$ cat src/rtl/cla_seq_ctrl_if.sv
// Request/response bundle for the nibble-serial CLA sequencer: two requester
// ports and one result port, with the arbiter/sequencer on the slave side.
interface cla_seq_ctrl_if #(
  parameter int WIDTH = 16
);
  logic             req0_valid;
  logic             req0_ready;
  logic [WIDTH-1:0] req0_a;
  logic [WIDTH-1:0] req0_b;
  logic             req0_cin;
  logic             req1_valid;
  logic             req1_ready;
  logic [WIDTH-1:0] req1_a;
  logic [WIDTH-1:0] req1_b;
  logic             req1_cin;
  logic             rsp_valid;
  logic             rsp_ready;
  logic             rsp_id;
  logic [WIDTH-1:0] rsp_sum;
  logic             rsp_cout;

  modport master (
    output req0_valid, req0_a, req0_b, req0_cin,
    output req1_valid, req1_a, req1_b, req1_cin,
    output rsp_ready,
    input  req0_ready, req1_ready,
    input  rsp_valid, rsp_id, rsp_sum, rsp_cout
  );

  modport slave (
    input  req0_valid, req0_a, req0_b, req0_cin,
    input  req1_valid, req1_a, req1_b, req1_cin,
    input  rsp_ready,
    output req0_ready, req1_ready,
    output rsp_valid, rsp_id, rsp_sum, rsp_cout
  );
endinterface

$ cat src/rtl/cla_seq_ctrl.sv
// Round-robin arbiter and nibble-serial sequencer that shares one external
// 4-bit CLA slice between two requesters, carrying between nibbles in a register.
module cla_seq_ctrl #(
  parameter int WIDTH = 16
) (
  input  logic       clk,
  input  logic       rst,
  cla_seq_ctrl_if.slave bus,
  output logic [3:0] cla_a,
  output logic [3:0] cla_b,
  output logic       cla_cin,
  input  logic [3:0] cla_s,
  input  logic [4:0] cla_c,
  output logic [1:0] state_dbg
);
  localparam int NIB  = WIDTH / 4;
  localparam int IDXW = (NIB > 1) ? $clog2(NIB) : 1;

  typedef enum logic [1:0] {
    IDLE = 2'd0,
    RUN  = 2'd1,
    DONE = 2'd2
  } state_t;

  state_t               state, state_n;
  logic [NIB-1:0][3:0]  a_reg, b_reg, sum_reg;
  logic [IDXW-1:0]      idx;
  logic                 carry;
  logic                 cout_reg;
  logic                 id_reg;
  logic                 last_id;
  logic                 any_valid;
  logic                 gnt_id;
  logic                 accept;
  logic                 last_step;
  logic                 unused_carry_bits;

  assign unused_carry_bits = ^cla_c[3:0];

  // Handshakes: a transfer happens in a cycle where valid && ready are both
  // high; ready never depends on anything but state, rst and the valids.
  assign any_valid = bus.req0_valid | bus.req1_valid;
  assign gnt_id    = (bus.req0_valid && bus.req1_valid) ? ~last_id : bus.req1_valid;
  assign accept    = (bus.req0_valid && bus.req0_ready) || (bus.req1_valid && bus.req1_ready);
  assign last_step = (idx == IDXW'(NIB - 1));

  always_ff @(posedge clk) begin
    if (rst) state <= IDLE;
    else     state <= state_n;
  end

  always_comb begin
    state_n        = state;
    bus.req0_ready = 1'b0;
    bus.req1_ready = 1'b0;
    cla_a          = 4'h0;
    cla_b          = 4'h0;
    cla_cin        = 1'b0;
    case (state)
      IDLE: begin
        if (!rst && any_valid) begin
          bus.req0_ready = ~gnt_id;
          bus.req1_ready = gnt_id;
          state_n        = RUN;
        end
      end
      RUN: begin
        cla_a   = a_reg[idx];
        cla_b   = b_reg[idx];
        cla_cin = carry;
        if (last_step) state_n = DONE;
      end
      DONE: begin
        if (bus.rsp_ready) state_n = IDLE;
      end
      default: state_n = IDLE;
    endcase
  end

  always_ff @(posedge clk) begin
    if (rst) begin
      a_reg    <= '0;
      b_reg    <= '0;
      sum_reg  <= '0;
      idx      <= '0;
      carry    <= 1'b0;
      cout_reg <= 1'b0;
      id_reg   <= 1'b0;
      last_id  <= 1'b1;
    end else begin
      case (state)
        IDLE: begin
          if (accept) begin
            a_reg   <= gnt_id ? bus.req1_a : bus.req0_a;
            b_reg   <= gnt_id ? bus.req1_b : bus.req0_b;
            carry   <= gnt_id ? bus.req1_cin : bus.req0_cin;
            id_reg  <= gnt_id;
            last_id <= gnt_id;
            idx     <= '0;
          end
        end
        RUN: begin
          sum_reg[idx] <= cla_s;
          carry        <= cla_c[4];
          if (last_step) begin
            cout_reg <= cla_c[4];
            idx      <= '0;
          end else begin
            idx <= idx + IDXW'(1);
          end
        end
        default: ;
      endcase
    end
  end

  assign bus.rsp_valid = (state == DONE);
  assign bus.rsp_sum   = sum_reg;
  assign bus.rsp_cout  = cout_reg;
  assign bus.rsp_id    = id_reg;
  assign state_dbg     = state;
endmodule

$ cat src/flat_wrapper.sv
// flat-port wrapper written by rule: the top's interface ports become plain ports
module cla_seq_ctrl_flat 
#(
  parameter int WIDTH = 16
)
  (clk, rst, cla_a, cla_b, cla_cin, cla_s, cla_c, state_dbg, bus_req0_valid, bus_req0_a, bus_req0_b, bus_req0_cin, bus_req1_valid, bus_req1_a, bus_req1_b, bus_req1_cin, bus_rsp_ready, bus_req0_ready, bus_req1_ready, bus_rsp_valid, bus_rsp_id, bus_rsp_sum, bus_rsp_cout);
  cla_seq_ctrl_if #(.WIDTH(WIDTH)) bus_i ();
  input  logic clk;
  input  logic rst;
  output logic [3:0] cla_a;
  output logic [3:0] cla_b;
  output logic cla_cin;
  input  logic [3:0] cla_s;
  input  logic [4:0] cla_c;
  output logic [1:0] state_dbg;
  input wire logic [$bits(bus_i.req0_valid)-1:0] bus_req0_valid;
  input wire logic [$bits(bus_i.req0_a)-1:0] bus_req0_a;
  input wire logic [$bits(bus_i.req0_b)-1:0] bus_req0_b;
  input wire logic [$bits(bus_i.req0_cin)-1:0] bus_req0_cin;
  input wire logic [$bits(bus_i.req1_valid)-1:0] bus_req1_valid;
  input wire logic [$bits(bus_i.req1_a)-1:0] bus_req1_a;
  input wire logic [$bits(bus_i.req1_b)-1:0] bus_req1_b;
  input wire logic [$bits(bus_i.req1_cin)-1:0] bus_req1_cin;
  input wire logic [$bits(bus_i.rsp_ready)-1:0] bus_rsp_ready;
  output wire logic [$bits(bus_i.req0_ready)-1:0] bus_req0_ready;
  output wire logic [$bits(bus_i.req1_ready)-1:0] bus_req1_ready;
  output wire logic [$bits(bus_i.rsp_valid)-1:0] bus_rsp_valid;
  output wire logic [$bits(bus_i.rsp_id)-1:0] bus_rsp_id;
  output wire logic [$bits(bus_i.rsp_sum)-1:0] bus_rsp_sum;
  output wire logic [$bits(bus_i.rsp_cout)-1:0] bus_rsp_cout;
  assign bus_i.req0_valid = bus_req0_valid;
  assign bus_i.req0_a = bus_req0_a;
  assign bus_i.req0_b = bus_req0_b;
  assign bus_i.req0_cin = bus_req0_cin;
  assign bus_i.req1_valid = bus_req1_valid;
  assign bus_i.req1_a = bus_req1_a;
  assign bus_i.req1_b = bus_req1_b;
  assign bus_i.req1_cin = bus_req1_cin;
  assign bus_i.rsp_ready = bus_rsp_ready;
  assign bus_req0_ready = bus_i.req0_ready;
  assign bus_req1_ready = bus_i.req1_ready;
  assign bus_rsp_valid = bus_i.rsp_valid;
  assign bus_rsp_id = bus_i.rsp_id;
  assign bus_rsp_sum = bus_i.rsp_sum;
  assign bus_rsp_cout = bus_i.rsp_cout;
  cla_seq_ctrl #(.WIDTH(WIDTH)) u_core (.clk(clk), .rst(rst), .bus(bus_i), .cla_a(cla_a), .cla_b(cla_b), .cla_cin(cla_cin), .cla_s(cla_s), .cla_c(cla_c), .state_dbg(state_dbg));
endmodule
$ cat config.mk
export PLATFORM = sky130hd
export DESIGN_NAME = cla_seq_ctrl_flat
export DESIGN_NICKNAME = d
export VERILOG_FILES = /design/src/rtl/cla_seq_ctrl_if.sv /design/src/rtl/cla_seq_ctrl.sv /design/src/flat_wrapper.sv
export SDC_FILE = /design/constraint.sdc
export NUM_CORES = 1
export LEC_CHECK = 0
export ABC_CLOCK_PERIOD_IN_PS = 1480
export CORE_MARGIN = 1.5
export CORE_UTILIZATION = 38
export DETAILED_ROUTE_END_ITERATION = 7
export PLACE_DENSITY_LB_ADDON = 0.3
export REMOVE_ABC_BUFFERS = 1
export SLEW_MARGIN = 10
export SYNTH_ARGS = -nofsm -noshare
export SYNTH_HDL_FRONTEND = slang
export SYNTH_SLANG_ARGS = --single-unit
$ cat constraint.sdc
create_clock -name clk -period 1.48 [get_ports clk]
set_input_delay 0.148 -clock clk [delete_from_list [all_inputs] [get_ports clk]]
set_output_delay 0.148 -clock clk [all_outputs]
set_load 0.03 [all_outputs]
# After elaboration in Yosys (flattened, before gate mapping)
# Index checks and enable logic that the tools add are counted.
# op_classes
addsub,1
n_mux,27
bitwise_logic,3
magnitude_cmp,2
n_eq_ne,7
reduce_logical,13
# op_table
op,n
$mux W16,2
$mux W4,5
$bmux W4 S2,2
$bwmux W16,1
$mux W2,5
$demux W4 S2,1
$mux W1,8
$ne A2 B1 Y1 const B,3
$pmux W2 S3,1
$reduce_and A2 Y1,3
$logic_and A1 B1 Y1,5
$eq A2 B2 Y1 const B,2
$pmux W2 S2,1
$lt A2 B3 Y1 const B,1
$reduce_and A3 Y1,1
$add A2 B1 Y2 const B,1
$eq A2 B1 Y1 const B,1
$ge A2 B1 Y1 const B,1
$logic_not A2 Y1,1
$ne A2 B2 Y1 const B,1
$not A1 Y1,2
$pmux W1 S2,1
$reduce_bool A2 Y1,1
$logic_not A1 Y1,1
other kinds (2),2
# totals
elab_cells,71
input_bits,80
regBits,56

# Longest topological paths before layout
# Gate-level depths: netlist of run 1.
# logic_depth
depth_word,9
mapped_depth,6
mapped_depth_nobuf,5

# Worst setup path before layout of run 1
# No wires, ideal clock.
# synth_path
path_kind,reg-to-output
from,"register u_core.state[0], in the netlist u_core.state_dbg[0]"
to,output bus_req0_ready
t_arrival_ns,1.532
stages_incl_launch_ff,3
n_path_buf,0
setup_slack_ns,-0.200
cell_sequence,dfxtp_1 > or4_1 > nor2_1
# synth_via
elab_chain_cells,2
# synth_rtl
item,line,rtl
"start, declared",cla_seq_ctrl.sv:25,"state_t state, state_n;"
"start signal, assigned",cla_seq_ctrl.sv:49,else state <= state_n;
$logic_not A2 Y1,cla_seq_ctrl.sv:59,case (state)
$mux W1,cla_seq_ctrl.sv:59,
"end, declared",flat_wrapper.sv:25,output wire logic [$bits(bus_i.req0_ready)-1:0] bus_req0_ready;
# Every way passes these cells.

# Worst setup path in the final report of run 1
# layout_path
from,register u_core.idx[1]
to,output cla_a[3]
# layout_via
elab_chain_cells,3
# layout_rtl
item,line,rtl
"start, declared",cla_seq_ctrl.sv:27,logic [IDXW-1:0] idx;
"start signal, assigned",cla_seq_ctrl.sv:109,idx <= idx + IDXW'(1);
$bmux W4 S2,cla_seq_ctrl.sv:68,cla_a = a_reg[idx];
$mux W4 (implied by the code),cla_seq_ctrl.sv:68,
$mux W4,cla_seq_ctrl.sv:59,
"end, declared",flat_wrapper.sv:10,output logic [3:0] cla_a;
# Every way passes these cells. The select of a mux whose other input is x is not followed.

==> reports/qor.csv, run 1 <==
metric,value,unit
CTS H-tree depth,2,
Placed Instances,472,
Pins Over Slew Limit,0,
Sw Share,28.7,%
area grow syn2layout,78.3,%
Die Width,86.6,um
status,finished with violations,
Worst Max-Slew Pin Slew,0.572,ns
most frequent cell after synthesis,dfxtp_1,
antenna violations before repair,1,
worst hold path type,input pin to flop,
WL/cell,17.2,um
Final Wtd Congestion,0.794,
HPWL after DPL,4870,um
post-synthesis cell area,0.00266,sq mm
CP startpoint kind,flop,
Reg2Reg Depth,7,
pwr dens,775,mW/mm^2
post-synthesis sequential area ratio,42.2,%
Int Power,2.61,mW
std cell rows,30,
Seq pwr share,45.1,%
crit end category,output port,
Max Clk Rate,556,MHz
"area leader, netlist",dfxtp_1,
CORE AREA,0.00676,sq mm
TritonCTS buffer count,5,
"top cells by area, synth","dfxtp_1, mux2i_1, a211oi_1, mux4_2, nor2_1",
worst setup margin,-0.317,ns
worst path required time,1.33,ns
Total Nets Final,507,
Vias,2729,
final core occ,70.1,%
ys flop type,dfxtp_1,
LEAKAGE,1.98,nW
Yosys top cell area share,42.2,%
Max Cap Viol,0,
gr ovfl total,0,
clk_lat worst skew,0.31,ns
RSZ-0062 raised after global routing,true,
crit-path cells,"buf_6, buf_6, mux4_2, and2_4, buf_6",
Post-Synthesis Cells,283,
final hold vios,0,
Min Hold Slack,0.325,ns
Fillers,490,
most frequent CP cell,buf_6,
number of diodes,0,
hold path depth,3,
PortBufs,107,
xor/xnor share of the synthesized area,0,%
fin crit period,1.80,ns
Starting Density,39.3,%
Adder-Cell Fraction of Synth Area,1.89,%
clk slew on worst S/H paths,0.09,ns
crit path max-delay cell type,mux4_2,
CTS tree,yes,
Root Driver,clkbuf_8,
die area,0.00750,sq mm
layout cells sized above 1,34.4,%
"antenna viol nets, final",0,
clock sink count,56,
critical path class,flop to output port,
CTS Hold Bufs,0,
relative slew slack,61.9,%
Die Y,86.6,um
Final period util,121,%
Critical Path AT,1.65,ns
largest net degree at the start of global routing,38,
vias per inst,5.41,
Comb pwr share,31.3,%
Total GRT Usage,20.0,%
Synth cell types,27,
DRC Markers,0,
Worst Skew,0.00425,ns
I/O pins,112,
post-synthesis mux area share,18.9,%
drt first pass iters,4,
switching power,1.05,mW
largest family of logic cells by synthesized area,multiplexers,
final non-filler cell total,504,
final setup fails,45,
fraction of the mapped netlist area in simple logic gates,17.3,%
first-pass GRT wire length,11700,um
Initial DRC Count,84,
number of global-route vias before repair,2519,
total wire length,8670,um
post-synthesis async set-or-reset flop share,0,%
clock network power share,23.6,%
"EDFF count, synth",0,
violated checks,setup timing,
"FF+latch count, synth",56,
Worst Path Max Fanout,2,
Post-Place Worst Slack,-0.379,ns
Worst VDD drop,0.000489,V
post-synthesis compound-gate area fraction,14.5,%
Syn. warnings,0,
Post-Syn Area per Cell,9.38,sq um
list of most frequent post-synthesis cells,"dfxtp_1, nor2_1, a211oi_1, mux2i_1, nand2_1",
CTS max path bufs,2,
max incr delay on CP,0.48,ns
-- power by group through the flow --
stage,Combinational (mW),Sequential [mW],Clock [mW]
after global placement,0.814,1.68,0
after floorplan,0.365,1.72,0
after CTS,0.949,1.65,0.880
after global routing,1.21,1.67,0.945
final,1.15,1.66,0.864
after detailed placement,0.828,1.69,0
-- what timing repair did --
action / 4_1_cts / 5_1_grt
pin swaps: 10 / 17
setup buffers: 12 / 5
endpoints found under the setup margin: 59 / 75
cloned: 3 / 5
gates resized for setup: 84 / 79
-- kinds of logic after synthesis --
| kind of cell | Yosys count |
|---|---|
| buffers and inverters | 26 |
| DFF | 56 |
| AOI/OAI and AO/OA | 58 |
| adders and majority gates | 4 |
| muxes | 40 |
| and+or+nand+nor | 99 |
-- per-layer routing --
metal  vias up  wire, um  track usage, %
met1      1302      3460            23.4
li1       1291         -               -
met2       113      4490            35.7
met4         2       176            4.99
met5         -        12               0
met3        21       519            5.90
-- cell type report --
| cell class | count | area, sq um | area share (%) |
|---|---|---|---|
| clock buffer | 8 | 90.1 | 1.90 |
| inverter | 3 | 11.3 | 0.238 |
| multi-input combinational | 201 | 1720 | 36.2 |
| sequential | 56 | 1130 | 23.8 |
| tap | 80 | 100 | 2.11 |
| timing repair buffer | 156 | 1690 | 35.7 |
-- worst max-delay path, delay by kind of cell (launching register included) --
family,cells,cell delay [ns]
and+or+nand+nor,1,0.17
DFF,1,0.36
muxes,1,0.48
buffers and inverters,3,0.33
-- cells in the final DEF (no fill, tap or decap), types with 2 or more instances in the layout --
cell	synthesis	layout
buf_4	1	26
dlymetal6s2s_1	0	11
dfxtp_2	0	3
ha_2	0	3
buf_12	0	2
dfxtp_1	56	52
nand3_1	19	18
clkdlybuf4s50_1	0	73
nand2_1	26	22
clkbuf_1	6	2
mux2i_1	32	29
nand2_4	0	2
clkbuf_2	0	2
a21oi_1	20	17
and2_4	0	8
buf_16	0	4
clkbuf_16	0	4
buf_8	0	2
dlygate4sd2_1	0	8
nor2_1	35	34
mux2i_2	0	3
mux4_2	8	8
inv_1	3	2
a211oi_2	0	31
nand2_2	0	2
nand2b_1	2	2
nand3b_1	2	2
buf_6	3	23
a21oi_2	0	3
clkbuf_8	0	6
-- final timing paths --
| check | from | end | slack [ns] |
|---|---|---|---|
| worst max register to register | u_core.state_dbg[1] | u_core.b_reg[10] | -0.13 |
| worst max-delay path | u_core.idx[1] | cla_a[3] | -0.32 |
| worst min register to register | u_core.bus.rsp_sum[5] | u_core.bus.rsp_sum[5] | 0.45 |
| worst min-delay path | rst | u_core.bus.rsp_sum[13] | 0.33 |
-- through the flow --
step / area, sq um / power (mW) / TNS [ns]
2_1_floorplan: 2530 / 2.08 / -83.19
3_3_place_gp: 3900 / 2.50 / -9.21
3_5_place_dp: 3900 / 2.51 / -9.99
4_1_cts: 4280 / 3.48 / -2.34
5_1_grt: 4730 / 3.82 / -8.53
6_report: 4730 / 3.67 / -5.73
(Power assumes the default switching activity.)
==> run 2, diff against run 1 <==
--- a/config.mk
+++ b/config.mk
@@ -9,6 +9,7 @@
 export CORE_MARGIN = 1.5
 export CORE_UTILIZATION = 38
 export DETAILED_ROUTE_END_ITERATION = 7
+export GPL_ROUTABILITY_DRIVEN = 0
 export PLACE_DENSITY_LB_ADDON = 0.3
 export REMOVE_ABC_BUFFERS = 1
 export SLEW_MARGIN = 10
==> results of run 2 <==
The final DEF is identical to that of run 1; final timing and power are the same.
